File: config.mk
export PLATFORM = sky130hd
export DESIGN_NAME = hls_perf_monitor
export DESIGN_NICKNAME = d
export VERILOG_FILES = /design/src/rtl/hls_perf_pkg.sv /design/src/rtl/hls_perf_chan.sv /design/src/rtl/hls_perf_monitor.sv
export SDC_FILE = /design/constraint.sdc
export NUM_CORES = 2
export LEC_CHECK = 0
export ABC_AREA = 1
export CORE_ASPECT_RATIO = 0.9
export CORE_UTILIZATION = 35
export DETAILED_ROUTE_END_ITERATION = 6
export GPL_TIMING_DRIVEN = 0
export PLACE_DENSITY = 0.58
export SLEW_MARGIN = 25
export SYNTH_ARGS = -nofsm -noshare
export SYNTH_HDL_FRONTEND = slang
export SYNTH_SLANG_ARGS = --single-unit
File: constraint.sdc
create_clock -name clock -period 46.9 [get_ports clock]
set_input_delay 7.035 -clock clock [delete_from_list [all_inputs] [get_ports clock]]
set_output_delay 7.035 -clock clock [all_outputs]
set_load 0.02 [all_outputs]
File: src/rtl/hls_perf_pkg.sv
// Shared types, read-out field codes and the saturating adder used by the
// HLS handshake performance monitor.
package hls_perf_pkg;

    typedef enum logic [1:0] {
        IDLE = 2'd0,
        BUSY = 2'd1,
        HOLD = 2'd2
    } state_t;

    // rd_sel field codes
    localparam logic [2:0] SEL_TXN   = 3'd0;
    localparam logic [2:0] SEL_BUSY  = 3'd1;
    localparam logic [2:0] SEL_MIN   = 3'd2;
    localparam logic [2:0] SEL_MAX   = 3'd3;
    localparam logic [2:0] SEL_ITER  = 3'd4;
    localparam logic [2:0] SEL_STALL = 3'd5;
    localparam logic [2:0] SEL_STATE = 3'd6;
    localparam logic [2:0] SEL_STAT  = 3'd7;

    // Bit positions inside the sticky overflow vector
    localparam int OVF_TXN   = 0;
    localparam int OVF_BUSY  = 1;
    localparam int OVF_ITER  = 2;
    localparam int OVF_STALL = 3;
    localparam int OVF_LAT   = 4;

    // Adds step to a width-bit value, clamping at all-ones.
    // Bit 64 of the result flags that the clamp was hit.
    function automatic logic [64:0] sat_add(input logic [63:0] value,
                                            input logic [1:0]  step,
                                            input int unsigned width);
        logic [63:0] lim;
        logic [64:0] sum;
        lim = (width >= 64) ? '1 : ((64'd1 << width) - 64'd1);
        sum = {1'b0, value} + 65'(step);
        if (sum > {1'b0, lim})
            sat_add = {1'b1, lim};
        else
            sat_add = {1'b0, sum[63:0]};
    endfunction

endpackage

File: src/rtl/hls_perf_chan.sv
// One monitored channel: handshake FSM, latency counter and the
// statistics registers that the top-level read mux exposes.
module hls_perf_chan
    import hls_perf_pkg::*;
#(
    parameter int CNT_W = 32,
    parameter int LAT_W = 24,
    parameter int ERR_W = 24
) (
    input  logic             i_clk,
    input  logic             i_rst,
    input  logic             i_enable,
    input  logic             i_clear,
    input  logic             i_ap_start,
    input  logic             i_ap_ready,
    input  logic             i_ap_done,
    input  logic             i_ap_continue,
    input  logic             i_iter_end,
    output state_t           o_state,
    output logic             o_busy,
    output logic [CNT_W-1:0] o_txn,
    output logic [CNT_W-1:0] o_busy_cyc,
    output logic [CNT_W-1:0] o_iter,
    output logic [CNT_W-1:0] o_stall,
    output logic [LAT_W-1:0] o_min_lat,
    output logic [LAT_W-1:0] o_max_lat,
    output logic [ERR_W-1:0] o_err,
    output logic [4:0]       o_ovf
);

    state_t           r_state;
    logic [LAT_W-1:0] r_lat;
    logic [CNT_W-1:0] r_txn, r_busy_cyc, r_iter, r_stall;
    logic [LAT_W-1:0] r_min, r_max;
    logic [ERR_W-1:0] r_err;
    logic [4:0]       r_ovf;

    logic             w_idle, w_in_busy, w_in_hold;
    logic             w_done, w_restart, w_active, w_stall_ev;
    logic [1:0]       w_busy_step, w_err_step;
    logic [64:0]      w_lat_s, w_txn_s, w_busy_s, w_iter_s, w_stall_s, w_err_s;
    logic [LAT_W-1:0] w_lat_fin;
    logic             w_unused;

    // Decode handshake events and precompute every saturated next value
    always_comb begin
        w_idle      = (r_state == IDLE);
        w_in_busy   = (r_state == BUSY);
        w_in_hold   = (r_state == HOLD);
        w_done      = w_in_busy & i_ap_done;
        w_restart   = w_done & i_ap_continue & i_ap_start;
        // The start-sampled cycle is the first cycle of a transaction; on a
        // back-to-back cycle it belongs to both the ending and the new one.
        w_active    = w_in_busy | (w_idle & i_ap_start);
        w_busy_step = {1'b0, w_active} + {1'b0, w_restart};
        w_stall_ev  = w_in_hold | (w_done & ~i_ap_continue);
        w_err_step  = {1'b0, w_idle & i_ap_done}
                    + {1'b0, w_idle & i_ap_ready & ~i_ap_start};
        w_lat_s     = sat_add(64'(r_lat), 2'd1, LAT_W);
        // Latency including the done cycle itself
        w_lat_fin   = w_lat_s[LAT_W-1:0];
        w_txn_s     = sat_add(64'(r_txn), {1'b0, w_done}, CNT_W);
        w_busy_s    = sat_add(64'(r_busy_cyc), w_busy_step, CNT_W);
        w_iter_s    = sat_add(64'(r_iter), {1'b0, i_iter_end}, CNT_W);
        w_stall_s   = sat_add(64'(r_stall), {1'b0, w_stall_ev}, CNT_W);
        w_err_s     = sat_add(64'(r_err), w_err_step, ERR_W);
    end

    assign w_unused = ^{w_lat_s[63:LAT_W], w_txn_s[63:CNT_W], w_busy_s[63:CNT_W],
                        w_iter_s[63:CNT_W], w_stall_s[63:CNT_W], w_err_s[64:ERR_W]};

    // Handshake FSM and latency counter; independent of enable and clear
    always_ff @(posedge i_clk or posedge i_rst) begin
        if (i_rst) begin
            r_state <= IDLE;
            r_lat   <= '0;
        end else begin
            case (r_state)
                IDLE: begin
                    if (i_ap_start) begin
                        r_state <= BUSY;
                        r_lat   <= LAT_W'(1);
                    end
                end
                BUSY: begin
                    if (i_ap_done) begin
                        if (!i_ap_continue)
                            r_state <= HOLD;
                        else if (i_ap_start)
                            r_lat <= LAT_W'(1);
                        else
                            r_state <= IDLE;
                    end else begin
                        r_lat <= w_lat_fin;
                    end
                end
                HOLD: begin
                    if (i_ap_continue)
                        r_state <= IDLE;
                end
                default: r_state <= IDLE;
            endcase
        end
    end

    // Statistics: clear wins over any same-cycle increment, enable freezes them
    always_ff @(posedge i_clk or posedge i_rst) begin
        if (i_rst) begin
            r_txn      <= '0;
            r_busy_cyc <= '0;
            r_iter     <= '0;
            r_stall    <= '0;
            r_min      <= '1;
            r_max      <= '0;
            r_err      <= '0;
            r_ovf      <= '0;
        end else if (i_clear) begin
            r_txn      <= '0;
            r_busy_cyc <= '0;
            r_iter     <= '0;
            r_stall    <= '0;
            r_min      <= '1;
            r_max      <= '0;
            r_err      <= '0;
            r_ovf      <= '0;
        end else begin
            if (w_in_busy && w_lat_s[64])
                r_ovf[OVF_LAT] <= 1'b1;
            if (i_enable) begin
                r_txn            <= w_txn_s[CNT_W-1:0];
                r_busy_cyc       <= w_busy_s[CNT_W-1:0];
                r_iter           <= w_iter_s[CNT_W-1:0];
                r_stall          <= w_stall_s[CNT_W-1:0];
                r_err            <= w_err_s[ERR_W-1:0];
                r_ovf[OVF_TXN]   <= r_ovf[OVF_TXN]   | w_txn_s[64];
                r_ovf[OVF_BUSY]  <= r_ovf[OVF_BUSY]  | w_busy_s[64];
                r_ovf[OVF_ITER]  <= r_ovf[OVF_ITER]  | w_iter_s[64];
                r_ovf[OVF_STALL] <= r_ovf[OVF_STALL] | w_stall_s[64];
                if (w_done) begin
                    if (w_lat_fin < r_min)
                        r_min <= w_lat_fin;
                    if (w_lat_fin > r_max)
                        r_max <= w_lat_fin;
                end
            end
        end
    end

    assign o_state    = r_state;
    assign o_busy     = (r_state == BUSY) || (r_state == HOLD);
    assign o_txn      = r_txn;
    assign o_busy_cyc = r_busy_cyc;
    assign o_iter     = r_iter;
    assign o_stall    = r_stall;
    assign o_min_lat  = r_min;
    assign o_max_lat  = r_max;
    assign o_err      = r_err;
    assign o_ovf      = r_ovf;

endmodule

File: src/rtl/hls_perf_monitor.sv
// Multi-channel HLS block-level handshake monitor: one statistics channel per
// monitored block plus a registered read-out mux.
module hls_perf_monitor
    import hls_perf_pkg::*;
#(
    parameter  int NUM_CH = 4,
    parameter  int CNT_W  = 32,
    parameter  int LAT_W  = 24,
    parameter  int SEL_W  = 3,
    localparam int CH_W   = (NUM_CH > 1) ? $clog2(NUM_CH) : 1
) (
    input  logic              clock,
    input  logic              reset,
    input  logic              enable,
    input  logic              clear,
    input  logic [NUM_CH-1:0] ap_start,
    input  logic [NUM_CH-1:0] ap_ready,
    input  logic [NUM_CH-1:0] ap_done,
    input  logic [NUM_CH-1:0] ap_continue,
    input  logic [NUM_CH-1:0] iter_end,
    input  logic [CH_W-1:0]   rd_ch,
    input  logic [SEL_W-1:0]  rd_sel,
    output logic [CNT_W-1:0]  rd_data,
    output logic [NUM_CH-1:0] busy
);

    // Error counter occupies rd field 7 above the 8 flag bits
    localparam int ERR_W = (CNT_W > 8) ? CNT_W - 8 : 1;

    state_t           w_state    [NUM_CH];
    logic [CNT_W-1:0] w_txn      [NUM_CH];
    logic [CNT_W-1:0] w_busy_cyc [NUM_CH];
    logic [CNT_W-1:0] w_iter     [NUM_CH];
    logic [CNT_W-1:0] w_stall    [NUM_CH];
    logic [LAT_W-1:0] w_min      [NUM_CH];
    logic [LAT_W-1:0] w_max      [NUM_CH];
    logic [ERR_W-1:0] w_err      [NUM_CH];
    logic [4:0]       w_ovf      [NUM_CH];

    logic [63:0]      w_wide;
    logic [CNT_W-1:0] r_rd_data;
    logic             w_unused;

    for (genvar g = 0; g < NUM_CH; g++) begin : g_ch
        hls_perf_chan #(
            .CNT_W (CNT_W),
            .LAT_W (LAT_W),
            .ERR_W (ERR_W)
        ) u_chan (
            .i_clk         (clock),
            .i_rst         (reset),
            .i_enable      (enable),
            .i_clear       (clear),
            .i_ap_start    (ap_start[g]),
            .i_ap_ready    (ap_ready[g]),
            .i_ap_done     (ap_done[g]),
            .i_ap_continue (ap_continue[g]),
            .i_iter_end    (iter_end[g]),
            .o_state       (w_state[g]),
            .o_busy        (busy[g]),
            .o_txn         (w_txn[g]),
            .o_busy_cyc    (w_busy_cyc[g]),
            .o_iter        (w_iter[g]),
            .o_stall       (w_stall[g]),
            .o_min_lat     (w_min[g]),
            .o_max_lat     (w_max[g]),
            .o_err         (w_err[g]),
            .o_ovf         (w_ovf[g])
        );
    end

    // Select the requested field, zero-extended; out-of-range channels read 0
    always_comb begin
        w_wide = '0;
        if (32'(rd_ch) < NUM_CH) begin
            case (3'(rd_sel))
                SEL_TXN:   w_wide = 64'(w_txn[rd_ch]);
                SEL_BUSY:  w_wide = 64'(w_busy_cyc[rd_ch]);
                SEL_MIN:   w_wide = 64'(w_min[rd_ch]);
                SEL_MAX:   w_wide = 64'(w_max[rd_ch]);
                SEL_ITER:  w_wide = 64'(w_iter[rd_ch]);
                SEL_STALL: w_wide = 64'(w_stall[rd_ch]);
                SEL_STATE: w_wide = 64'(w_state[rd_ch]);
                SEL_STAT:  w_wide = (64'(w_err[rd_ch]) << 8) | 64'(w_ovf[rd_ch]);
                default:   w_wide = '0;
            endcase
        end
    end

    assign w_unused = ^w_wide[63:CNT_W];

    // Register the read data; it reflects statistics from before this edge
    always_ff @(posedge clock or posedge reset) begin
        if (reset)
            r_rd_data <= '0;
        else
            r_rd_data <= w_wide[CNT_W-1:0];
    end

    assign rd_data = r_rd_data;

endmodule

After elaboration in Yosys (flattened, before gate mapping)
Cells that the tools add are included. Widths: inputs -> output; s select.

Input port bits: 29. Bits in registers: 956. Logic and storage cells: 437.

Reduce and logical (&&, ||, !) cells: 50. Equal/unequal tests: 35. Mux-type cells: 176. Bitwise logic cells: 66. Order comparisons: 33. $add $sub $neg: 32.

Operators with widths (number): $mux 24 (62); $mux 65 (20); $mux 32 (40); $gt 65x32->1 const B (16); $add 32x1->33 (12); $gt 65x24->1 const B (4); $bmux 32 s2 (4); $pmux 32 s8 (1); $pmux 24 s2 (4); $bmux 24 s2 (3); $add 32x2->33 (4); $add 24x1->25 const B (4); $add 24x2->25 (4); $gt 25x24->1 const B (4); $gt 24x24->1 (4); $lt 24x24->1 (4); $mux 2 (22); $reduce_bool 2->1 (21); $and 1x1->1 (32); $or 32x5->32 (1); $mux 5 (6); $ne 2x2->1 const B (12); $ne 3x3->1 const B (8); $or 1x1->1 (24); other kinds (21) (76).

Depth between registers and ports, before layout
Word-level depth: 11. Mapped depth: 31. Gate-level depth less buffers: 29.

Modules after synthesis
Synthesis repeated with hierarchy kept, for this count alone.

Cells, all modules: 10575. Area, all modules: 69678.1 um^2.

Modules (own cells, without submodules): hls_perf_chan at g_ch[0].u_chan ... (sequential area each 5810.6 um^2, cells each 2046, area an instance 14848.0 um^2, instances 3); hls_perf_chan at g_ch[3].u_chan (sequential area each 5810.6 um^2, cells each 2052, area an instance 14789.2 um^2, instances 1); hls_perf_monitor (sequential area each 800.8 um^2, cells each 2385, area an instance 10344.9 um^2, instances 1).

Worst setup path after synthesis
OpenSTA, ideal clock, no wires.

Path kind: input-to-reg. Start: input ap_continue[3]. End: register g_ch[3].u_chan.r_busy_cyc[22]. Path buffers: 1. Data arrival time: 9.404 ns. Required time: 46.836 ns. Library setup time: 0.064 ns. Cell stages on the path: 18. Path slack: 37.432 ns. Cell sequence: inv_1 nor3_1 nand2_1 fa_1 inv_1 ha_1 nand2_1 nor3_1 inv_1 nor2_1 nand4_1 nor2_1 inv_1 nor2_1 inv_1 clkbuf_1 a21oi_1 a21o_1.

Word-level cells in the longest chain between the ends: 8.

RTL lines: from (decl) (RTL line hls_perf_monitor.sv:19) `input logic [NUM_CH-1:0] ap_continue,`; $and 1x1->1 (*) (2 in series) (RTL line hls_perf_chan.sv:51) `w_restart = w_done & i_ap_continue & i_ap_start;`; $add 1x1->2 (*) (RTL line hls_perf_chan.sv:55) `w_busy_step = {1'b0, w_active} + {1'b0, w_restart};`; $add 32x2->33 (*) (RTL line hls_perf_pkg.sv:36) `sum = {1'b0, value} + 65'(step);`; $gt 65x32->1 (RTL line hls_perf_pkg.sv:37) `if (sum > {1'b0, lim})`; $mux 65 (*) (RTL line hls_perf_pkg.sv:37); $mux 32 (*) (RTL line hls_perf_chan.sv:129) `if (i_enable) begin`; $mux 32 (*) (RTL line hls_perf_chan.sv:117) `end else if (i_clear) begin`; to (signal assigned) (RTL line hls_perf_chan.sv:131) `r_busy_cyc <= w_busy_s[CNT_W-1:0];`; to (decl) (RTL line hls_perf_chan.sv:33) `logic [CNT_W-1:0] r_txn, r_busy_cyc, r_iter, r_stall;`.

Mark *: on every way between the ends. The rest lies on a longest branch, timed or not. The select of a mux whose other input is x is not followed. A chain may end at the register's enable or synchronous reset.

Worst setup path after layout
Start: input enable. End: register g_ch[3].u_chan.r_stall[5].

Word-level cells in the longest chain between the ends: 1.

RTL lines: from (decl) (RTL line hls_perf_monitor.sv:14) `input logic enable,`; $reduce_bool 2->1 (no line); to (signal assigned) (RTL line hls_perf_chan.sv:133) `r_stall <= w_stall_s[CNT_W-1:0];`; to (decl) (RTL line hls_perf_chan.sv:33).

Every way passes these cells.

==> flow_metrics.tcl <==
set metrics [dict create \
    clock_latency_ps 800 \
    ys.flop_type "dfrtp_1" \
    synthCells 9584 \
    skew_ps 43.3 \
    ir_drop_v 0.0000302 \
    synth_cell_type_count 64 \
    powerDensity_nw_per_um2 31.2 \
    finalNonFillerCells 12400 \
    crit_required_ps 47580 \
    slowest_delay_ps 850 \
    synth_edf_count 0 \
    min_path_type "flop to flop" \
    root_buffer "clkbuf_16" \
    postRouteAntennaNets 0 \
    max-slew-margin-rel_pct 13.8 \
    drv_slew 0 \
    r2r-start "g_ch[1].u_chan.r_lat[0]" \
    worst_path_most_repeated_cell "clkbuf_1" \
    die_h_um 417 \
    max_freq_ghz 0.0906 \
    cp_data_arrival_time_ps 11710 \
    final_util_pct 39.8 \
    hold_violations 0 \
    place_inst 12200 \
    drc 3 \
    rows 151 \
    grt_pass1_wl_um 446000 \
    crit_chain "clkdlybuf4s50_1, clkinv_1, nor2_1, clkbuf_1, clkbuf_2, clkbuf_1, nand2_1, o21ai_0" \
    grt_max_degree 90 \
    synth_fp_nets 9861 \
    ys_seq_area_share_pct 36.0 \
    cts_sinks 956 \
    fp.dieW_um 463 \
    startpoint "enable" \
    yosys_warnings 0 \
    vias_per_cell 5.62 \
    fin_crit_sh_pct 23.5 \
    drtIter0Drc 8188 \
    drtPass1Iterations 7 \
    portBuffers 61 \
    ys_ff_latch 956 \
    clockBufferDepth 3 \
    syn_area_per_cell_um2 6.98 \
    cp_slowest_cell "clkbuf_1" \
    worstSetupStartpointType "input port" \
    dieArea_um2 193000 \
    dp_hpwl_um 245000 \
    critPathKind "input port to flop" \
    violations "DRC" \
    cts_tree "done" \
    layout-drive-gt1-share_pct 5.97 \
    postCtsSetupRepairBufs 0 \
    postCtsHoldBufs 0 \
    ys_async_sr_fraction_pct 100 \
    grt_use_total_pct 31.3 \
    pin_count 65 \
    crit_path_end_kind "flop" \
    antenna_found_initial 28 \
    min-delay-start "g_ch[2].u_chan.o_min_lat[7]" \
    overflow 0 \
    nets 10100 \
    tightest_slew_ps 1290 \
    wirelength_um 311000 \
    cap_violations 0 \
    outcome "complete, but fails checks" \
    grt_pass1_vias 64800 \
    fp.coreArea_um2 189000 \
    fin_crit_ps 11030 \
    cts_resized 0 \
    cts_inserted_buffers 114 \
    path_clk_slew_ps 60 \
    gp_congestion 1.05 \
    vias 69800 \
    setup_violations 0 \
    power.leakage_uw 0.0345 \
    total_power_uw 2350 \
    whs_ps 484 \
    rsz0062_at_grt "false" \
    wl_per_cell_um 25.1 \
    area_delta_synth_final_pct 12.5 \
    htree_levels 3 \
    critPathMaxFanout 10 \
    start_util_pct 35.4 \
    syn-cell-area_um2 66900 \
]
final cells by class:
type	count	area (µm²)
diodes	7	17.5
plain buffers	449	1910
clock buffers	171	3280
clock inverters	46	534
fillers	20000	114000
inverters	1163	4370
multi-input cells	7016	36700
flip-flops and latches	956	24000
well taps	2524	3160
repair buffers	90	1280
worst max-delay path, delay by kind of cell:
| kind | cells | cell delay [ps] |
|---|---|---|
| AO/OA/AOI/OAI | 1 | 110 |
| AND/OR/NAND/NOR | 2 | 780 |
| buffers and inverters | 5 | 3760 |
cell usage after synthesis (16+ instances only):
master    count  area share, %
nand3_1     469            3.5
nand3_2      28           0.42
xor2_1      378            5.0
o21ai_0    1238            9.3
nand4_1     224            2.1
o211ai_1     29           0.33
a221oi_1     46           0.60
nor4_1       51           0.48
a21o_1       49           0.55
buf_1        34           0.19
buf_2        43           0.32
dfrtp_1     860             32
nor2_1      620            3.5
or2_2        17           0.16
nand2_2      35           0.33
ha_1        240            4.5
nor3_1      225            1.7
dfstp_2      96            3.8
a21oi_1     664            5.0
inv_1      1152            6.5
nand2_1    2389             13
o21ai_1      42           0.31
clkbuf_1    357            2.0
nor3b_1      22           0.25
o22ai_1      57           0.53
nand3_4      27           0.71
nor2_2       16           0.15
layout by cell type (no fill, tap or decap), types with 13 or more instances in the layout:
cell type        synthesis  routed
ha_1                   240     240
nor2_2                  16      18
a221oi_1                46      46
o21ai_1                 42      43
nor4_1                  51      51
dfrtp_1                860     860
buf_2                   43      48
buf_16                   0      22
xor2_1                 378     378
o31ai_1                 13      13
inv_1                 1152    1151
clkbuf_2                 0      51
clkbuf_16                0     115
nor2_1                 620     618
o21ai_0               1238    1236
a22o_1                  14      14
nor3_1                 225     224
or2_2                   17      17
o211ai_1                29      29
buf_1                   34      30
clkbuf_8                 0      19
nand3_2                 28      28
clkdlybuf4s50_1          0      61
a21o_1                  49      49
o22ai_1                 57      57
nand3_4                 27      27
nand3_1                469     469
nand2_1               2389    2389
nor3b_1                 22      22
clkinv_2                 0      19
clkbuf_1               357     345
dfstp_2                 96      96
nor3_2                  14      15
a21oi_1                664     664
nand2_2                 35      35
nand4_1                224     224
power breakdown:
part           leakage, µW  internal (µW)  switching (µW)
logic               0.0197            135             359
registers           0.0130            872            35.2
clock network      0.00187            534             413
total               0.0345           1540             807
layer usage:
metal / global-route usage, % / up-vias / share of wire [%]
met5: 0 / - / 0.030
met4: 21.1 / 12 / 7.9
met3: 5.97 / 799 / 8.8
met2: 46.4 / 3357 / 42
met1: 41.5 / 33600 / 41
li1: - / 32000 / -
path summary, 6_finish.rpt:
check,endpoint,slack (ps),depth (start not counted)
max,g_ch[3].u_chan.o_stall[5],35870,8
min,g_ch[2].u_chan.o_min_lat[7],480,2
min reg2reg,g_ch[2].u_chan.o_min_lat[7],480,2
max reg2reg,g_ch[1].u_chan.o_max_lat[10],41530,21
max in group asynchronous,g_ch[2].u_chan.o_txn[10],38200,6
min in group asynchronous,g_ch[1].u_chan.r_lat[10],6640,2
state kept, by name, summed over array words and instances, names as in the netlist:
signal                  cells
g_ch.u_chan.o_stall       128
g_ch.u_chan.o_ovf          20
g_ch.u_chan.o_err          96
g_ch.u_chan.r_lat          96
g_ch.u_chan.o_iter        128
g_ch.u_chan.o_busy_cyc    128
g_ch.u_chan.o_max_lat      96
g_ch.u_chan.o_txn         128
g_ch.u_chan.o_min_lat      96
g_ch.u_chan.o_state         8
rd_data                    32
through the flow:
step / cell area, µm² / setup slack [ps] / setup TNS [ps]
floorplan: 66900 / 13140 / 0
global route: 75200 / 35860 / 0
detailed placement: 71400 / 35330 / 0
finish: 75200 / 35870 / 0
CTS: 75200 / 36150 / 0
global placement: 70600 / -1180 / -863510
cells by family after synthesis:
group / count (synthesis) / share of synthesized area [%]
compound gates: 2211 / 17.6
xor+xnor: 388 / 5.09
fa+ha+maj: 248 / 4.73
buf+inv: 1612 / 9.28
flops: 956 / 36.0
simple gates: 4169 / 27.4
Power figures use the tool's default switching activity.
